==> src/rtl/sevseg_pkg.sv <==
// Shared types and constants for the four-digit seven-segment scan controller.
package sevseg_pkg;

    localparam int SEG_W = 7;
    localparam int NDIG  = 4;
    localparam int SEL_W = 2;

    typedef logic [SEG_W-1:0] seg_t;

    localparam seg_t SEG_BLANK = 7'b0000000;

    typedef enum logic {
        CM_IDLE    = 1'b0,
        CM_PENDING = 1'b1
    } commit_state_t;

    function automatic logic [NDIG-1:0] sel_onehot(input logic [SEL_W-1:0] sel);
        return NDIG'(1) << sel;
    endfunction

endpackage

==> src/rtl/sevseg_prescaler.sv <==
// Digit-slot prescaler: counts 0..PRESCALE-1 while enabled, flags the last cycle of each slot.
module sevseg_prescaler #(
    parameter int PRESCALE = 1000,
    localparam int CNT_W   = (PRESCALE > 1) ? $clog2(PRESCALE) : 1
) (
    input  logic             i_clk,
    input  logic             i_rst_n,
    input  logic             i_en,
    output logic [CNT_W-1:0] o_cnt,
    output logic             o_tc
);

    logic [CNT_W-1:0] r_cnt;
    logic             w_tc;

    assign w_tc = i_en && (r_cnt == CNT_W'(PRESCALE - 1));

    always_ff @(posedge i_clk or negedge i_rst_n) begin
        if (!i_rst_n) begin
            r_cnt <= '0;
        end else if (i_en) begin
            r_cnt <= w_tc ? '0 : r_cnt + 1'b1;
        end
    end

    assign o_cnt = r_cnt;
    assign o_tc  = w_tc;

endmodule

==> src/rtl/sevseg_scan_ctrl.sv <==
// Double-buffered frame store and digit scanner for a 4-digit seven-segment display.
// Shadow writes are frozen while a commit waits for the next frame boundary.
module sevseg_scan_ctrl
    import sevseg_pkg::*;
#(
    parameter int PRESCALE = 1000,
    parameter int BLANK    = 16
) (
    input  logic             i_clk,
    input  logic             i_rst_n,
    input  logic             i_en,
    input  logic             i_wr_valid,
    input  logic [1:0]       i_wr_addr,
    input  logic [6:0]       i_wr_data,
    output logic             o_wr_ready,
    input  logic             i_commit,
    output logic             o_commit_pending,
    output logic [6:0]       o_dig0,
    output logic [6:0]       o_dig1,
    output logic [6:0]       o_dig2,
    output logic [6:0]       o_dig3,
    output logic [1:0]       o_sel,
    output logic [3:0]       o_an,
    output logic             o_frame_start
);

    localparam int CNT_W = (PRESCALE > 1) ? $clog2(PRESCALE) : 1;

    logic [CNT_W-1:0] w_cnt;
    logic [CNT_W-1:0] w_cnt_next;
    logic             w_tc;
    logic             w_boundary;
    logic             w_past_blank;
    logic [SEL_W-1:0] w_sel_next;
    logic             w_wr_fire;
    logic [NDIG-1:0]  w_wr_hit;
    logic             w_swap;

    commit_state_t    r_state;
    commit_state_t    w_state_next;
    logic [SEL_W-1:0] r_sel;
    logic [NDIG-1:0]  r_an;
    logic             r_frame_start;
    seg_t             r_shadow [NDIG];
    seg_t             r_active [NDIG];

    sevseg_prescaler #(
        .PRESCALE (PRESCALE)
    ) u_prescaler (
        .i_clk   (i_clk),
        .i_rst_n (i_rst_n),
        .i_en    (i_en),
        .o_cnt   (w_cnt),
        .o_tc    (w_tc)
    );

    assign w_boundary = w_tc && (r_sel == SEL_W'(NDIG - 1));
    assign w_sel_next = w_tc ? r_sel + 1'b1 : r_sel;
    assign w_cnt_next = !i_en ? w_cnt : (w_tc ? '0 : w_cnt + 1'b1);

    // The enables are registered from next-state values so they line up with cnt/o_sel.
    generate
        if (BLANK == 0) begin : g_no_blank
            assign w_past_blank = 1'b1;
        end else begin : g_blank
            assign w_past_blank = (w_cnt_next >= CNT_W'(BLANK));
        end
    endgenerate

    always_ff @(posedge i_clk or negedge i_rst_n) begin
        if (!i_rst_n) begin
            r_sel         <= '0;
            r_an          <= '0;
            r_frame_start <= 1'b0;
        end else begin
            r_sel         <= w_sel_next;
            r_an          <= (i_en && w_past_blank) ? sel_onehot(w_sel_next) : '0;
            r_frame_start <= w_boundary;
        end
    end

    assign w_wr_fire = i_wr_valid && (r_state == CM_IDLE);

    generate
        for (genvar gi = 0; gi < NDIG; gi++) begin : g_wr_hit
            assign w_wr_hit[gi] = w_wr_fire && (i_wr_addr == SEL_W'(gi));
        end
    endgenerate

    always_ff @(posedge i_clk or negedge i_rst_n) begin
        if (!i_rst_n) begin
            r_state <= CM_IDLE;
        end else begin
            r_state <= w_state_next;
        end
    end

    always_comb begin
        w_state_next = r_state;
        w_swap       = 1'b0;
        case (r_state)
            CM_IDLE: begin
                if (i_commit) begin
                    w_state_next = CM_PENDING;
                end
            end
            CM_PENDING: begin
                if (w_boundary) begin
                    w_swap       = 1'b1;
                    w_state_next = CM_IDLE;
                end
            end
            default: w_state_next = CM_IDLE;
        endcase
    end

    always_ff @(posedge i_clk or negedge i_rst_n) begin
        if (!i_rst_n) begin
            for (int i = 0; i < NDIG; i++) begin
                r_shadow[i] <= SEG_BLANK;
                r_active[i] <= SEG_BLANK;
            end
        end else begin
            for (int i = 0; i < NDIG; i++) begin
                if (w_wr_hit[i]) begin
                    r_shadow[i] <= i_wr_data;
                end
                if (w_swap) begin
                    r_active[i] <= r_shadow[i];
                end
            end
        end
    end

    assign o_wr_ready       = (r_state == CM_IDLE);
    assign o_commit_pending = (r_state == CM_PENDING);
    assign o_dig0           = r_active[0];
    assign o_dig1           = r_active[1];
    assign o_dig2           = r_active[2];
    assign o_dig3           = r_active[3];
    assign o_sel            = r_sel;
    assign o_an             = r_an;
    assign o_frame_start    = r_frame_start;

endmodule

==> config.mk <==
export PLATFORM = sky130hd
export DESIGN_NAME = sevseg_scan_ctrl
export DESIGN_NICKNAME = d
export VERILOG_FILES = /design/src/rtl/sevseg_pkg.sv /design/src/rtl/sevseg_prescaler.sv /design/src/rtl/sevseg_scan_ctrl.sv
export SDC_FILE = /design/constraint.sdc
export NUM_CORES = 1
export LEC_CHECK = 0
export BUFFER_PORTS_ARGS = -buffer_cell sky130_fd_sc_hd__buf_2
export CAP_MARGIN = 20
export CORE_AREA = 2 2 78 80
export DETAILED_ROUTE_END_ITERATION = 16
export DIE_AREA = 0 0 80 82
export PLACE_DENSITY = 0.85
export SKIP_LAST_GASP = 1
export SYNTH_ARGS = -nofsm -noshare
export SYNTH_HDL_FRONTEND = slang
export SYNTH_SLANG_ARGS = --single-unit
==> constraint.sdc <==
create_clock -name i_clk -period 2.3 [get_ports i_clk]
set_input_delay 0.575 -clock i_clk [delete_from_list [all_inputs] [get_ports i_clk]]
set_output_delay 0.575 -clock i_clk [all_outputs]
set_load 0.02 [all_outputs]
==> run_results.csv, run 1 <==
group,metric,value,unit
synth,syn_area_per_cell,14.1,um2
finish,final_core_util,0.632,
flow_run,cap_violations,0,
timing,maxSlewHeadroom,0.579,
cts,cts_tree,"built",
route,drt_first_iter_violations,91,
worst_setup_path,critical_path_arrival,2.34,ns
cts,cts_inserted_buffers,9,
worst_setup_path,ff2ff_path_depth,7,
floorplanning,pin_count,51,
cts,hold_buffers,0,
cts,path_clk_slew,0.07,ns
route,vias,1931,
timing,fin_setup_tns,0,ns
route,antenna_left,0,
global_route,grt_usage,0.181,
power,p_leak,1.91,nW
synth,synth_top_area_cell,"dfrtp_1",
worst_setup_path,worstPathRequired,2.49,ns
worst_hold_path,min_path_type,"in2async",
floorplanning,die_width,80,um
route,wirelength,5380,um
timing,setup_viol,0,
floorplanning,core_area,5750,um2
timing,fin_skew,0.00890,ns
synth,synth.net_count,232,
global_route,grt-busiest-layer,"met2",
route,first_pass_iters,4,
timing,finalCritPeriodShare,0.935,
timing,fmax,0.465,GHz
synth,syn_area,3050,um2
global_route,globalRouteMet3Util,0.0363,
timing,rsz0062_at_grt,"no",
synth,synthCells,216,
finish,drive_above_1_share,0.457,
worst_setup_path,startpoint_type,"flip-flop",
timing,slew_viol_final,0,
route,viasPerCell,5.44,
finish,final_cell_mix,"dfrtp_1 (74), buf_2 (50), mux2_2 (47), mux2_1 (11)",
cts,cts_resized,0,
cts,cts_max_level,3,
synth,synth_top_area_share,0.606,
outcome,status,"complete, no violations",
synth,seq_area_frac_synth,0.606,
timing,worstMarginPinSlew,0.631,ns
floorplanning,initial_core_util,0.532,
floorplanning,dieHeight,82,um
cts,cts_sinks,74,
finish,syn_to_final_growth,18.8,%
synth,postSynth.asyncResetShare,1.00,
floorplanning,rows,28,
cts,post-cts-setup-buffers,0,
global_route,grt_max_degree,35,
global_route,grt_pass1_wl,8870,um
cts,clk_latency,0.34,ns
synth,synthFlopType,"dfrtp_1",
finish,layout_commonest_cell,"dfrtp_1",
worst_setup_path,crit_fanout,16,
power,irDropWorstVdd,0.418,mV
synth,synth_edf_count,0,
global_route,overflow,0,
worst_setup_path,crit_type,"reg2reg",
cts,cts-root-buf,"clkbuf_8",
timing,final-hold-violation-count,0,
finish,nNetsFinal,291,
global_route,use_met2,0.293,
floorplanning,dieArea,6560,um2
synth,synthTopCellsByArea,"dfrtp_1 (61%), mux2_2 (17%), mux2_1 (4.1%)",
placed_design,port_buffers,50,
power,power_density,751,nW/um2
timing,timing.hold.ws,0.251,ns
synth,synth.distinct_cells,35,
cts,cts_buffer_depth,2,
synth,yosysWarnings,0,
route,routedWlPerCell,15.2,um
timing,period_minus_slack,2.15,ns
placed_design,dpl.hpwl,3850,um
route,drc,0,
worst_setup_path,endpoint_kind,"flip-flop",
global_route,antenna_found_initial,0,
finish,diodes,0,
placed_design,place.gp.congestion,0.798,
global_route,grt_pass1_vias,1875,
synth,postSynthRegisterBits,74,
global_route,grt_use_met1,0.241,
## critical path, stage by stage (launching register included)
cell and delay [ns]:
dfrtp_1 0.40, ha_1 0.24, nand4_2 0.21, nor4_4 0.28
buf_4 0.25, a21oi_1 0.09, nor4_2 0.41, a21oi_1 0.14
## per-layer routing
| metal | wire length [um] | part of all wire | vias to the layer above |
|---|---|---|---|
| met2 | 2550 | 0.47 | 47 |
| met3 | 258 | 0.048 | 9 |
| li1 | - | - | 902 |
| met5 | 0 | 0 | - |
| met1 | 2500 | 0.46 | 973 |
| met4 | 68 | 0.013 | 0 |
## layout make-up
cell class	instances	area (um2)
Multi-Input combinational cell	130	1150
Clock inverter	6	67.6
Tap cell	75	93.8
Fill cell	457	2120
Clock buffer	10	128
Inverter	2	7.51
Timing Repair Buffer	58	335
Sequential cell	74	1850
## logic make-up after synthesis
logic type | count (synthesis) | synth area share
simple gates | 44 | 0.0975
xor+xnor | 4 | 0.0115
flops | 74 | 0.606
mux | 58 | 0.214
compound gates | 22 | 0.0401
fa+ha+maj | 2 | 0.00819
buf+inv | 12 | 0.0225
## flip-flops by register name, indices dropped and copies added (netlist names)
signal,flops
r_shadow,28
o_frame_start,1
o_dig1,7
o_dig3,7
o_commit_pending,1
u_prescaler.o_cnt,10
o_an,4
o_dig0,7
o_dig2,7
o_sel,2
## through the flow
| stage | area (um2) | worst slack (ns) | power (mW) | cells |
|---|---|---|---|---|
| floorplan | 3050 | 0.254 | 1.70 | 216 |
| global placement | 3430 | 0.254 | 1.78 | 339 |
| detailed placement | 3430 | 0.133 | 1.78 | 339 |
| CTS | 3630 | 0.188 | 2.75 | 355 |
| global route | 3630 | 0.0113 | 2.86 | 355 |
| finish | 3630 | 0.149 | 2.73 | 355 |
## Yosys cell counts, types with 3 or more instances
| library cell | count |
|---|---|
| dfrtp_1 | 74 |
| o21ai_0 | 8 |
| and3b_1 | 3 |
| mux2_1 | 11 |
| nand2_1 | 9 |
| nor2_1 | 6 |
| a21oi_1 | 8 |
| nand4_1 | 4 |
| mux2_2 | 47 |
| clkbuf_1 | 3 |
| nor3b_1 | 3 |
| buf_2 | 4 |
## path summary, 6_finish.rpt
kind | start | slack (ns) | endpoint
worst min-delay path | i_rst_n | 0.25 | r_shadow[23]
max in group asynchronous | i_rst_n | 1.42 | o_dig2[1]
min in group i_clk | i_commit | 0.47 | o_commit_pending
worst min register to register | o_dig0[2] | 0.49 | o_dig0[2]
worst max-delay path | u_prescaler.o_cnt[0] | 0.15 | o_an[2]
worst max register to register | u_prescaler.o_cnt[0] | 0.15 | o_an[2]
## report_power, final
part | internal, mW | leakage (nW) | switching [mW] | total, mW
sequential | 1.38 | 0.994 | 0.116 | 1.50
combinational | 0.120 | 0.820 | 0.142 | 0.262
clock | 0.503 | 0.0925 | 0.463 | 0.965
No activity file was read; power rests on OpenSTA's default activity.
==> run 2, diff against run 1 <==
- RECOVER_POWER: default -> 25
==> run 2 against run 1 <==
Effect of this change:
- global-route usage did not move
- die area stayed put
- clock power about the same
- via count up 0.21%
- total power shrank 0.11%
- critical path depth stayed put
- non-clock buffer count is the same
- cell area fell by 0.38%
- worst hold slack improved by 0.22 ns
- maximum frequency barely moved
- clock skew about the same
- clock-buffer cell count unchanged
- critical endpoint unchanged
- largest cell class unchanged
==> run_results.csv, run 2 (same netlist as run 1, synthesis figures left out) <==
group,metric,value,unit
outcome,status,"complete, no violations",
floorplanning,pin_count,51,
finish,final_cell_mix,"dfrtp_1 (74), buf_2 (49), mux2_2 (47), mux2_1 (11)",
timing,maxSlewHeadroom,0.0463,
placed_design,numPlacedInstances,339,
finish,final_core_util,0.629,
global_route,overflow,0,
floorplanning,rows,28,
finish,layout_commonest_cell,"dfrtp_1",
timing,setup_viol,0,
finish,multi_input_area,1150,um2
finish,drive_above_1_share,0.454,
finish,instances_no_fill,355,
floorplanning,die_width,80,um
route,first_pass_iters,4,
worst_setup_path,worstPathRequired,2.49,ns
cts,cts_max_level,3,
cts,hold_buffers,0,
global_route,grt_max_degree,35,
cts,post-cts-setup-buffers,0,
placed_design,port_buffers,50,
route,viasPerCell,5.45,
cts,cts_inserted_buffers,9,
power,irDropWorstVdd,0.418,mV
route,vias,1935,
route,wirelength,5380,um
floorplanning,dieHeight,82,um
worst_hold_path,min_path_type,"in2reg",
worst_setup_path,ff2ff_path_depth,7,
placed_design,dpl.hpwl,3850,um
global_route,grt_usage,0.181,
cts,cts_buffer_depth,2,
finish,seq_area,1850,um2
global_route,antenna_found_initial,0,
worst_setup_path,critPathMaxStageDelay,0.41,ns
finish,diodes,0,
route,antenna_left,0,
floorplanning,dieArea,6560,um2
route,drt_first_iter_violations,80,
worst_hold_path,holdPathStages,3,
finish,regMostFlops,"r_shadow",
finish,fin_area,3620,um2
worst_setup_path,startpoint_type,"flip-flop",
placed_design,place.gp.congestion,0.798,
cts,cts_resized,0,
finish,fillers,459,
worst_setup_path,crit_family,"simple AND/OR/NAND/NOR gates",
power,p_leak,1.90,nW
cts,cts-root-buf,"clkbuf_8",
worst_setup_path,crit_buf_inv,1,
timing,fin_skew,0.00867,ns
timing,period_minus_slack,2.15,ns
cts,clk_latency,0.34,ns
floorplanning,core_area,5750,um2
finish,nNetsFinal,291,
worst_setup_path,cpMostUsedCell,"a21oi_1",
worst_setup_path,endpoint_kind,"flip-flop",
timing,final-hold-violation-count,0,
placed_design,post_dp_cell_area,3430,um2
finish,largest_reg_flops,28,
worst_setup_path,path_cells,"ha_1, nand4_2, nor4_4, buf_4, a21oi_1, nor4_2, a21oi_1",
timing,slew_viol_final,0,
cts,cts_sinks,74,
floorplanning,initial_core_util,0.532,
worst_setup_path,critical_path_arrival,2.34,ns
timing,fmax,0.465,GHz
cts,path_clk_slew,0.07,ns
timing,rsz0062_at_grt,"no",
power,power_density,753,nW/um2
global_route,grt_pass1_wl,8870,um
finish,syn_to_final_growth,18.4,%
timing,fin_setup_tns,0,ns
worst_setup_path,crit_type,"reg2reg",
timing,worstMarginPinSlew,1.43,ns
route,routedWlPerCell,15.1,um
worst_setup_path,crit_fanout,16,
route,drc,0,
worst_setup_path,cp.depth,7,
timing,finalCritPeriodShare,0.935,
cts,cts_tree,"built",
worst_setup_path,crit_slowest_cell,"nor4_2",
flow_run,cap_violations,0,
global_route,grt_pass1_vias,1875,
run 2: cell count changes in the layout (fill, tap and decap cells not counted), sizes merged:
cell | previous run | this run
buf | 58 | 56
clkbuf | 10 | 12
run 2: stage by stage:
step,total power [mW],hold WS (ns),worst slack (ns)
final,2.72,0.473,0.149
after global routing,2.86,0.499,0.0113
after CTS,2.75,0.266,0.188
after detailed placement,1.78,0.475,0.133
after global placement,1.78,0.462,0.254
after floorplan,1.70,0.279,0.254
run 2: tightest hold or removal path, stage by stage:
cell and delay [ns]:
buf_2 0.08, nor2_1 0.04, nor2_1 0.07
run 2: area by class of cell:
class                           count  share of cell area
Sequential cell                    74               0.512
Multi-Input combinational cell    130               0.317
Timing Repair Buffer               58              0.0889
Clock buffer                       10              0.0353
Tap cell                           75              0.0260
Clock inverter                      6              0.0187
Inverter                            2             0.00208
run 2: power by group:
group | total (mW) | internal (mW) | leakage (nW) | switching (mW)
Sequential | 1.50 | 1.38 | 0.994 | 0.116
Combinational | 0.259 | 0.118 | 0.813 | 0.142
Clock | 0.965 | 0.503 | 0.0925 | 0.463
run 2: final timing paths:
path                                           start                to  slack, ns
worst max-delay path            u_prescaler.o_cnt[0]           o_an[2]       0.15
worst min-delay path                        i_commit  o_commit_pending       0.47
worst max register to register  u_prescaler.o_cnt[0]           o_an[2]       0.15
worst min register to register             o_dig0[2]         o_dig0[2]       0.49
max in group asynchronous                    i_rst_n      r_shadow[20]       0.49
min in group asynchronous                    i_rst_n      r_shadow[23]       0.56
run 2: metal layers:
layer / vias up / track usage / part of all wire
met5: - / 0 / 0
met4: 0 / 0.0729 / 0.013
met3: 9 / 0.0363 / 0.048
met2: 47 / 0.293 / 0.48
met1: 976 / 0.241 / 0.46
li1: 903 / - / -
